<file path="src/rtl/add2_round_arbiter.sv">
// Round-robin arbiter sharing one (in1+in2)/2 round-toward-zero datapath
// across NUM_REQ streaming requesters, with optional lock until tlast.
module add2_round_arbiter #(
  parameter int WIDTH        = 16,
  parameter int NUM_REQ      = 4,
  parameter int SRC_W        = 2,
  parameter int LOCK_ON_LAST = 1
) (
  input  logic                       clk,
  input  logic                       reset_n,
  input  logic [NUM_REQ*2*WIDTH-1:0] i_tdata,
  input  logic [NUM_REQ-1:0]         i_tlast,
  input  logic [NUM_REQ-1:0]         i_tvalid,
  output logic [NUM_REQ-1:0]         i_tready,
  output logic [WIDTH-1:0]           o_tdata,
  output logic                       o_tlast,
  output logic [SRC_W-1:0]           o_tuser,
  output logic                       o_tvalid,
  input  logic                       o_tready
);

  typedef enum logic {
    IDLE   = 1'b0,
    LOCKED = 1'b1
  } state_t;

  state_t             state_reg, state_next;
  logic [SRC_W-1:0]   lock_idx_reg, lock_idx_next;
  logic [SRC_W-1:0]   ptr_reg, ptr_next;

  logic [WIDTH-1:0]   o_tdata_reg;
  logic               o_tlast_reg;
  logic [SRC_W-1:0]   o_tuser_reg;
  logic               o_tvalid_reg;

  logic               load;
  logic [NUM_REQ-1:0] req_hi;
  logic [NUM_REQ-1:0] req_lo;
  logic               rr_found;
  logic [SRC_W-1:0]   rr_idx;
  logic               grant_any;
  logic [SRC_W-1:0]   grant_idx;
  logic               acc;
  logic               acc_last;
  logic [SRC_W-1:0]   ptr_adv;

  logic [WIDTH-1:0]   op_a [NUM_REQ];
  logic [WIDTH-1:0]   op_b [NUM_REQ];
  logic [WIDTH-1:0]   sel_a;
  logic [WIDTH-1:0]   sel_b;
  logic [WIDTH:0]     sum;
  logic [WIDTH-1:0]   result;

  assign load = !o_tvalid_reg | o_tready;

  // Split requesters into those at/above the pointer and those below it, so
  // the wrap-around search becomes two lowest-index priority encodes.
  genvar gi;
  generate
    for (gi = 0; gi < NUM_REQ; gi++) begin : g_req
      assign op_a[gi]   = i_tdata[gi*2*WIDTH +: WIDTH];
      assign op_b[gi]   = i_tdata[gi*2*WIDTH+WIDTH +: WIDTH];
      assign req_hi[gi] = i_tvalid[gi] & (SRC_W'(gi) >= ptr_reg);
      assign req_lo[gi] = i_tvalid[gi] & (SRC_W'(gi) <  ptr_reg);
      assign i_tready[gi] = reset_n & load & grant_any & (grant_idx == SRC_W'(gi));
    end
  endgenerate

  always_comb begin
    rr_found = 1'b0;
    rr_idx   = '0;
    for (int j = NUM_REQ - 1; j >= 0; j--) begin
      if (req_lo[j]) begin
        rr_found = 1'b1;
        rr_idx   = SRC_W'(j);
      end
    end
    for (int j = NUM_REQ - 1; j >= 0; j--) begin
      if (req_hi[j]) begin
        rr_found = 1'b1;
        rr_idx   = SRC_W'(j);
      end
    end
  end

  // A lock grants its owner even while it is idle, stalling everyone else.
  always_comb begin
    grant_any = rr_found;
    grant_idx = rr_idx;
    if (state_reg == LOCKED) begin
      grant_any = 1'b1;
      grant_idx = lock_idx_reg;
    end
  end

  assign acc      = |(i_tvalid & i_tready);
  assign acc_last = i_tlast[grant_idx];
  assign ptr_adv  = (grant_idx == SRC_W'(NUM_REQ - 1)) ? '0 : grant_idx + SRC_W'(1);

  assign sel_a  = op_a[grant_idx];
  assign sel_b  = op_b[grant_idx];
  assign sum    = {sel_a[WIDTH-1], sel_a} + {sel_b[WIDTH-1], sel_b};
  // Arithmetic shift floors; add one back for negative odd sums to truncate toward zero.
  assign result = sum[WIDTH:1] + {{(WIDTH-1){1'b0}}, sum[WIDTH] & sum[0]};

  always_comb begin
    state_next    = state_reg;
    lock_idx_next = lock_idx_reg;
    ptr_next      = ptr_reg;
    if (acc) begin
      case (state_reg)
        IDLE: begin
          ptr_next = ptr_adv;
          if ((LOCK_ON_LAST != 0) && !acc_last) begin
            state_next    = LOCKED;
            lock_idx_next = grant_idx;
          end
        end
        LOCKED: begin
          if (acc_last) begin
            state_next = IDLE;
            ptr_next   = ptr_adv;
          end
        end
        default: state_next = IDLE;
      endcase
    end
  end

  always_ff @(posedge clk) begin
    if (!reset_n) begin
      state_reg    <= IDLE;
      lock_idx_reg <= '0;
      ptr_reg      <= '0;
    end else begin
      state_reg    <= state_next;
      lock_idx_reg <= lock_idx_next;
      ptr_reg      <= ptr_next;
    end
  end

  always_ff @(posedge clk) begin
    if (!reset_n) begin
      o_tvalid_reg <= 1'b0;
      o_tdata_reg  <= '0;
      o_tlast_reg  <= 1'b0;
      o_tuser_reg  <= '0;
    end else if (load) begin
      o_tvalid_reg <= acc;
      if (acc) begin
        o_tdata_reg <= result;
        o_tlast_reg <= acc_last;
        o_tuser_reg <= grant_idx;
      end
    end
  end

  assign o_tdata  = o_tdata_reg;
  assign o_tlast  = o_tlast_reg;
  assign o_tuser  = o_tuser_reg;
  assign o_tvalid = o_tvalid_reg;

endmodule

</file>
<file path="config.mk">
export PLATFORM = sky130hd
export DESIGN_NAME = add2_round_arbiter
export DESIGN_NICKNAME = d
export VERILOG_FILES = /design/src/rtl/add2_round_arbiter.sv
export SDC_FILE = /design/constraint.sdc
export NUM_CORES = 1
export LEC_CHECK = 0
export CORE_AREA = 2 2 94 96
export DETAILED_ROUTE_END_ITERATION = 8
export DIE_AREA = 0 0 96 98
export PLACE_DENSITY = 0.78
export SETUP_SLACK_MARGIN = 0.15
export SLEW_MARGIN = 20
export SYNTH_ARGS = -nofsm -noshare
export SYNTH_HDL_FRONTEND = slang
export SYNTH_SLANG_ARGS = --single-unit
</file>
<file path="constraint.sdc">
create_clock -name clk -period 14.37 [get_ports clk]
set_input_delay 2.1555 -clock clk [delete_from_list [all_inputs] [get_ports clk]]
set_output_delay 2.1555 -clock clk [all_outputs]
set_load 0.005 [all_outputs]
</file>
# Word-level counts from Yosys, hierarchy flattened
# Cells that the tools add are included.
[op_classes] n_reduce_logical=6 n_mux=30 n_addsub=3 bitwise=20 eq_ne=4 order_cmp=10
[ops] cell="$bmux W16 S2" n=2
[ops] cell="$mux W16" n=4
[ops] cell="$mux W2" n=11
[ops] cell="$add A16 B16 Y17" n=1
[ops] cell="$add A16 B1 Y16" n=1
[ops] cell="$and A1 B1 Y1" n=15
[ops] cell="$mux W1" n=11
[ops] cell="$and A4 B4 Y4" n=1
[ops] cell="$eq A2 B2 Y1 const B" n=2
[ops] cell="$ge A1 B2 Y1 const A" n=2
[ops] cell="$ge A2 B2 Y1 const A" n=2
[ops] cell="$lt A1 B2 Y1 const A" n=2
[ops] cell="$lt A2 B2 Y1 const A" n=2
[ops] cell="$pmux W2 S2" n=1
[ops] cell="$reduce_and A2 Y1" n=2
[ops] cell="$reduce_or A4 Y1" n=1
[ops] cell="$ge A3 B3 Y1 const B" n=1
[ops] cell="$lt A2 B3 Y1 const B" n=1
[ops] cell="$not A2 Y3" n=1
[ops] cell="$reduce_and A3 Y1" n=1
[ops] cell="$add A2 B1 Y2 const B" n=1
[ops] cell="$bmux W1 S2" n=1
[ops] cell="$eq A2 B1 Y1 const B" n=1
[ops] cell="$logic_not A2 Y1" n=1
[ops] cell="other kinds (4)" n=5
[word_totals] elab_cells=80 ff_bits=25 out_inout_bits=24 in_bits=139

# Depth between registers and ports, before layout
# Gate-level depths: netlist of the first run.
[depth] ltp_word=18 depth_mapped=27 ltp_nobuf=25

# Least setup slack after synthesis of the first run
# OpenSTA, ideal clock, no wires.
[synth_path] path_kind="input-to-reg" start="input port i_tvalid[2]" end="register o_tdata_reg[13] (netlist: o_tdata[13])" path_slack_ns=7.575 stages=27 arrival_time_ns=6.705 required_time_ns=14.279 path_buffers=2 path_cell_list="nand2b_1 > a21oi_1 > or4_1 > nand2_1 > inv_2 > clkbuf_1 > clkbuf_1 > nand2_1 > and3_1 > a31oi_1 > ha_1 > inv_1 > fa_1 > and2b_1 > o221ai_1 > a21oi_2 > a21oi_1 > o21bai_1 > a21oi_1 > and2_1 > ha_1 > and2_1 > nand4_1 > nor4_4 > nand4_2 > or3_1 > a311oi_1"
[synth_between] elab_chain_len=16
[synth_rtl] item="start: declaration" line_no="13" source="input logic [NUM_REQ-1:0] i_tvalid,"
[synth_rtl] item="$and A1 B1 Y1" line_no="64" source="assign req_lo[gi] = i_tvalid[gi] & (SRC_W'(gi) < ptr_reg);"
[synth_rtl] item="$mux W2 (3 in series)" line_no="73" source="if (req_lo[j]) begin"
[synth_rtl] item="$mux W2 (4 in series)" line_no="79" source="if (req_hi[j]) begin"
[synth_rtl] item="$mux W2" line_no="90" source="if (state_reg == LOCKED) begin"
[synth_rtl] item="$not A2 Y3 (implied by the code)" line_no="100, 101"
[synth_rtl] item="$bmux W16 S2, on equally long branches" line_no="100, 101"
[synth_rtl] item="$mux W16, on equally long branches (2 in series)" line_no="100, 101"
[synth_rtl] item="$add A16 B16 Y17" line_no="102" source="assign sum = {sel_a[WIDTH-1], sel_a} + {sel_b[WIDTH-1], sel_b};"
[synth_rtl] item="$and A1 B1 Y1" line_no="104" source="assign result = sum[WIDTH:1] + {{(WIDTH-1){1'b0}}, sum[WIDTH] & sum[0]};"
[synth_rtl] item="$add A16 B1 Y16" line_no="104"
[synth_rtl] item="end signal: assignment" line_no="151" source="o_tdata_reg <= result;"
[synth_rtl] item="end: declaration" line_no="31" source="logic [WIDTH-1:0] o_tdata_reg;"
# Several ways; a longest one is shown, not always the timed one. The select of a mux whose other input is x is not followed.
# A chain may end at the register's enable or synchronous reset.

# Worst setup path after layout of the first run
[layout_path] start="input port i_tvalid[3]" end="register o_tdata_reg[15] (netlist: o_tdata[15])"
[layout_between] elab_chain_len=17
[layout_rtl] item="$and A1 B1 Y1" line_no="64"
[layout_rtl] item="$mux W2 (4 in series)" line_no="73"
[layout_rtl] item="$mux W2 (4 in series)" line_no="79"
[layout_rtl] item="$mux W2" line_no="90"
[layout_rtl] item="$not A2 Y3 (implied by the code)" line_no="100, 101"
[layout_rtl] item="$bmux W16 S2, on equally long branches" line_no="100, 101"
[layout_rtl] item="$mux W16, on equally long branches (2 in series)" line_no="100, 101"
[layout_rtl] item="$add A16 B16 Y17" line_no="102"
[layout_rtl] item="$and A1 B1 Y1" line_no="104"
[layout_rtl] item="$add A16 B1 Y16" line_no="104"
# Several ways; a longest one is shown, not always the timed one. The select of a mux whose other input is x is not followed.

==> summary.txt, run 1 <==
status = completed
cell family with most CP delay = simple AND/OR/NAND/NOR gates
number of synthesized flops with an enable pin = 0
DIE WIDTH = 96 um
cell row count = 34
initial core utilization = 0.386
Seq cells post-synth = 25
part of the cycle the worst path needs = 0.576
CTS sink cnt = 25
Max IR drop VDD = 124 uV
Hold WC Path Type = reg2reg
Synth Instances = 486
post-route ant nets = 0
Core Area = 0.00847 sq mm
fin. max-slew vios = 0
Worst Setup Start Kind = primary input
Required @ worst endpoint = 14.57 ns
Sw Share = 0.547
Setup Fix Bufs, Post-CTS = 0
clock power share = 0.029
io pins = 163
die area = 0.00941 sq mm
Syn Nets = 648
TNS Setup = 0 ns
Async S/R FF share, synth = 0
cts bufs inserted = 3
Max Clk Rate = 121 MHz
Reg power frac = 0.076
Crit path top cell by count = a21oi_1
ratio of cells with drive above 1 in the final layout = 0.0464
Pleak = 2.04 nW
Setup violations, final = 0
1st-iter DRT viols = 196
Synth cell types = 60
Largest register FFs = 16
Worst Tran Pin Value = 0.958 ns
Pre-antenna DRT Iters = 5
Total Routed Length = 10500 um
crit-path max FO = 64
total number of vias = 3940
drt wl/cell = 14.3 um
Non-Filler Instances = 734
Cell Pwr Density = 288 mW/mm^2
Clock Tree Buf Depth = 2
global-route wire length before repair = 16900 um
routability cong. = 0.944
TritonCTS clock tree = built
critical path class = in2reg
GRT Total Usage = 0.220
CTS Hold Buffers Added = 0
DR DRC count = 0
Avg Inst Size Synth = 6.72 sq um
latest clock arrival within the worst-skew pair = 0.27 ns
area grow syn2layout = 51.9%
via/cell ratio = 5.37
Crit path buffers/inverters = 5
Final #Nets = 788
Clk pin slew, worst setup/hold paths = 0.09 ns
synthesized area = 0.00326 sq mm
Yosys warning total = 0
initial antenna violation count = 1
CP max stage cell = clkdlybuf4s50_1
post-synth top area share = 0.160
max-cap viol count = 0
hpwl dp = 8860 um
final hold viol count = 0
FILL cells = 769
Synth area leader = nand2_1
largest net degree at the start of global routing = 65
port buffer count = 162
RSZ-0062 raised after global routing = false
Comb pwr share = 0.894
max incr delay on CP = 0.55 ns
Die Height = 98 um
Seq/Total Area, Yosys = 0.153
min Tclk post-route = 8.28 ns
root buffer cell = clkbuf_8
# placed instances = 729
H-tree depth = 1
Setup Skew = 0.00427 ns
Pint = 647 uW
synth top area cells = nand2_1 (16%), dfxtp_1 (15%), ha_1 (8.4%)
vias in the first global route = 3664
endpoint type of the worst setup path = register
post-cts gate resize count = 0
Slew Limit Headroom = 0.361
Main synth FF type = dfxtp_1
switching power = 781 uW
WHS = 0.457 ns
grt ovf = 0
critical path arrival = 8.48 ns
logic make-up (layout without fill, tap and decap cells):
family	Yosys count	count (layout)	synth area share
adders and majority gates	23	23	0.0905
DFF	25	25	0.153
AOI/OAI and AO/OA	115	115	0.235
xor gates and xnor gates	24	24	0.0736
other	0	1	0
muxes	10	10	0.0307
and+or+nand+nor	239	239	0.350
buffers and inverters	50	189	0.0675
worst reg2reg max path, stage by stage (launching register included):
cell and delay [ns]:
dfxtp_1 0.41, nand2b_1 0.13, a21oi_1 0.06, or4_1 0.55, nand2_2 0.09, buf_4 0.47
inv_2 0.36, buf_4 0.37, nand2_1 0.12, and3_1 0.15, a31oi_1 0.05, ha_1 0.28
inv_1 0.07, fa_1 0.19, and2b_1 0.22, o221ai_1 0.25, a21oi_2 0.12, a21oi_1 0.24
o21bai_1 0.09, a21oi_1 0.20, and2_1 0.19, ha_1 0.18, and2_1 0.15, nand4_1 0.22
nor4_4 0.28, nand4_2 0.16, or4_1 0.44, a31oi_1 0.19
power by group through the flow:
stage	logic [mW]	clock network (mW)	registers (mW)
floorplan	1.01	0	0.109
global placement	1.24	0	0.109
detailed placement	1.27	0	0.110
CTS	1.27	0.0426	0.109
global route	1.41	0.0455	0.112
finish	1.28	0.0420	0.109
layout make-up:
type                            count  area [sq um]  area share
Clock inverter                      1          7.51     0.00151
Inverter                           19          71.3      0.0144
Antenna cell                        1          2.50    0.000505
Timing Repair Buffer              166          1650       0.333
Tap cell                          108           135      0.0272
Multi-Input combinational cell    411          2550       0.514
Sequential cell                    25           500       0.101
Clock buffer                        3          41.3     0.00832
worst paths after layout:
path               startpoint     endpoint  slack [ns]  cells after the start
setup reg to reg   ptr_reg[1]  o_tdata[15]        8.07                     27
hold reg to reg    o_tdata[7]   o_tdata[7]        0.46                      2
setup / recovery  i_tvalid[3]  o_tdata[15]        6.09                     28
hold / removal     o_tdata[7]   o_tdata[7]        0.46                      2
Yosys cell counts (all sizes together) (2+ instances only):
library cell	number
a211oi	10
a21o	4
a21oi	29
a22oi	2
a31oi	36
and2	4
and3	32
and4	2
buf	4
clkbuf	27
dfxtp	25
ha	22
inv	19
mux2i	10
nand2	139
nand2b	6
nand3	10
nand4	5
nor2	21
nor2b	2
nor3	4
nor4	3
o21a	4
o21ai	11
o221ai	3
o22ai	4
o31a	2
o31ai	2
or2	3
or3	3
or4	2
xnor2	15
xor2	9
through the flow:
step / power, mW / setup WS, ns / utilization / area (sq um)
after floorplan: 1.11 / 7.57 / - / 3260
after global placement: 1.35 / 6.10 / 0.580 / 4910
after detailed placement: 1.38 / 5.82 / 0.580 / 4910
after CTS: 1.42 / 6.11 / 0.586 / 4960
after global routing: 1.57 / 5.54 / 0.586 / 4960
final: 1.43 / 6.09 / 0.586 / 4960
layer usage:
| metal | track usage | up-vias | routed length, um |
|---|---|---|---|
| li1 | - | 1995 | - |
| met1 | 0.289 | 1759 | 4510 |
| met2 | 0.364 | 167 | 5010 |
| met3 | 0.0316 | 19 | 735 |
| met4 | 0.0747 | 0 | 253 |
| met5 | 0 | - | 0 |
placed cells by master (no fill, tap or decap), drive strengths merged, types with 4 or more instances in the layout:
master         count
dfxtp             25
nand2b             6
ha                22
o21a               4
xor2               9
inv               19
o21ai             11
nand4              5
a21o               4
nor2              21
clkdlybuf4s50    162
mux2i             10
nand2            139
and3              32
a31oi             36
xnor2             15
a21oi             29
nor3               4
o22ai              4
buf                4
nand3             10
and2               4
a211oi            10
(Power assumes the default switching activity.)
==> inputs of run 2 (changes only) <==
clock period = 7.7 ns   (was 14.37 ns; I/O delays follow)
==> run 2 against run 1 <==
Compared with the run above: flip-flop and latch count unchanged; clock skew about the same; die area did not move; sequential power up 85%; wire length up 1.9%; sequential share of layout area is essentially flat; critical path depth decreased by 4; clock power up 78%; clock-buffer cell count unchanged; largest power group unchanged.
==> summary.txt, run 2 (same netlist as run 1, synthesis figures left out) <==
status = completed
hold path startpoint = o_tdata[6]
fin. max-slew vios = 0
hpwl dp = 8890 um
cell row count = 34
Die Height = 98 um
root buffer cell = clkbuf_8
Reg area = 500 sq um
worst setup path startpoint = i_tvalid[3]
Worst Setup Start Kind = primary input
Setup Fix Bufs, Post-CTS = 0
R2R Setup Slk = 2.13 ns
CP max stage cell = clkdlybuf4s50_1
max incr delay on CP = 0.55 ns
Total Routed Length = 10700 um
Worst Reg-to-Reg Cells = 23
final hold viol count = 0
Hold WC Path Type = reg2reg
cell family with most CP delay = simple AND/OR/NAND/NOR gates
DIE WIDTH = 96 um
critical path capture point = o_tdata[13]
post-route ant nets = 0
max-cap viol count = 0
vias in the first global route = 3841
Pleak = 2.05 nW
post-cts gate resize count = 0
min Tclk post-route = 6.55 ns
io pins = 163
die area = 0.00941 sq mm
cts bufs inserted = 3
TritonCTS clock tree = built
Max IR drop VDD = 222 uV
via/cell ratio = 5.43
Crit path top cell by count = a21oi_1
Slew Limit Headroom = 0.536
ratio of cells with drive above 1 in the final layout = 0.0494
critical path arrival = 6.73 ns
Pre-antenna DRT Iters = 5
port buffer count = 162
r2r endpoint = o_tdata[13]
global-route wire length before repair = 17300 um
DR DRC count = 0
total number of vias = 3999
Setup violations, final = 0
crit-path max FO = 63
endpoint type of the worst setup path = register
Required @ worst endpoint = 7.88 ns
Core Area = 0.00847 sq mm
Max Clk Rate = 153 MHz
Largest register FFs = 16
initial antenna violation count = 1
Crit path buffers/inverters = 2
area of the multi-input gates = 0.00255 sq mm
Clk pin slew, worst setup/hold paths = 0.08 ns
critical path class = in2reg
most frequent cells in the layout = clkdlybuf4s50_1 (162), nand2_1 (138), a31oi_1 (36), and3_1 (32)
CTS Hold Buffers Added = 0
drt wl/cell = 14.6 um
reg2reg start = ptr_reg[1]
FILL cells = 791
CTS sink cnt = 25
1st-iter DRT viols = 169
initial core utilization = 0.386
latest clock arrival within the worst-skew pair = 0.26 ns
CP Depth = 24
Power Total = 2.69 mW
TNS Setup = 0 ns
RSZ-0062 raised after global routing = false
grt ovf = 0
H-tree depth = 1
GRT Total Usage = 0.223
worst path cell trace = clkdlybuf4s50_1 > nand2b_1 > a21oi_1 > or4_1 > nand2_2 > buf_4 > nand2_1 > and3_1 > a31oi_1 > ha_1 > a21o_1 > a31oi_1 > a21oi_2 > a21oi_1 > o21bai_1 > a21oi_1 > and2_1 > ha_1 > and2_1 > nand4_1 > nor4_4 > nand4_2 > or3_1 > a311oi_1
Final #Nets = 790
part of the cycle the worst path needs = 0.851
Worst Tran Pin Value = 0.695 ns
area grow syn2layout = 52.3%
most common cell after layout, fill and taps aside = clkdlybuf4s50_1
largest net degree at the start of global routing = 64
cell depth of the worst hold path = 2
routability cong. = 0.897
Clock Tree Buf Depth = 2
Setup Skew = 0.00399 ns
Cell Pwr Density = 541 mW/mm^2
[run 2: cell types whose count changed in the layout (fill, tap and decap cells not counted)]
| cell | change |
|---|---|
| buf_4 | +2 |
| clkinvlp_4 | -1 |
| clkinv_2 | +1 |
[run 2: tightest hold or removal path, delay by kind of cell (launching register included)]
kind,cells,cell delay [ns]
flip-flops,1,0.31
AND/OR/NAND/NOR,1,0.05
AO/OA/AOI/OAI,1,0.05
[run 2: where the power goes]
group	switching, mW	total (mW)	leakage [nW]	internal (mW)
Sequential	0.0274	0.202	0.205	0.175
Clock	0.0387	0.0748	0.0255	0.0361
Combinational	1.41	2.41	1.82	1.01
Total	1.47	2.69	2.05	1.22
[run 2: area by class of cell]
class	count	area share
Timing Repair Buffer	168	0.335
Antenna cell	1	0.000503
Clock inverter	1	0.00101
Inverter	19	0.0143
Tap cell	108	0.0272
Multi-Input combinational cell	411	0.513
Clock buffer	3	0.00830
Sequential cell	25	0.101
[run 2: how the worst min path moves through the flow]
stage	to	slack, ns
2_1_floorplan	lock_idx_reg[1]	0.43
3_3_place_gp	lock_idx_reg[1]	0.45
3_5_place_dp	o_tdata[6]	0.45
4_1_cts	o_tdata[6]	0.46
5_1_grt	o_tdata[7]	0.50
6_report	o_tdata[6]	0.45
[run 2: metal layers]
metal	global-route usage	wire [um]
met4	0.0571	210
met3	0.0463	880
met1	0.276	4540
met5	0	0
met2	0.387	5080
[run 2: per-stage QoR]
| stage | setup WS (ns) | cell area (sq um) | hold slack, ns | util | cells |
|---|---|---|---|---|---|
| 2_1_floorplan | 1.91 | 3260 | 0.435 | - | 486 |
| 3_3_place_gp | 1.10 | 4920 | 0.445 | 0.582 | 731 |
| 3_5_place_dp | 0.924 | 4920 | 0.447 | 0.582 | 731 |
| 4_1_cts | 1.18 | 4970 | 0.458 | 0.587 | 735 |
| 5_1_grt | 0.717 | 4970 | 0.495 | 0.587 | 735 |
| 6_report | 1.15 | 4970 | 0.453 | 0.587 | 736 |
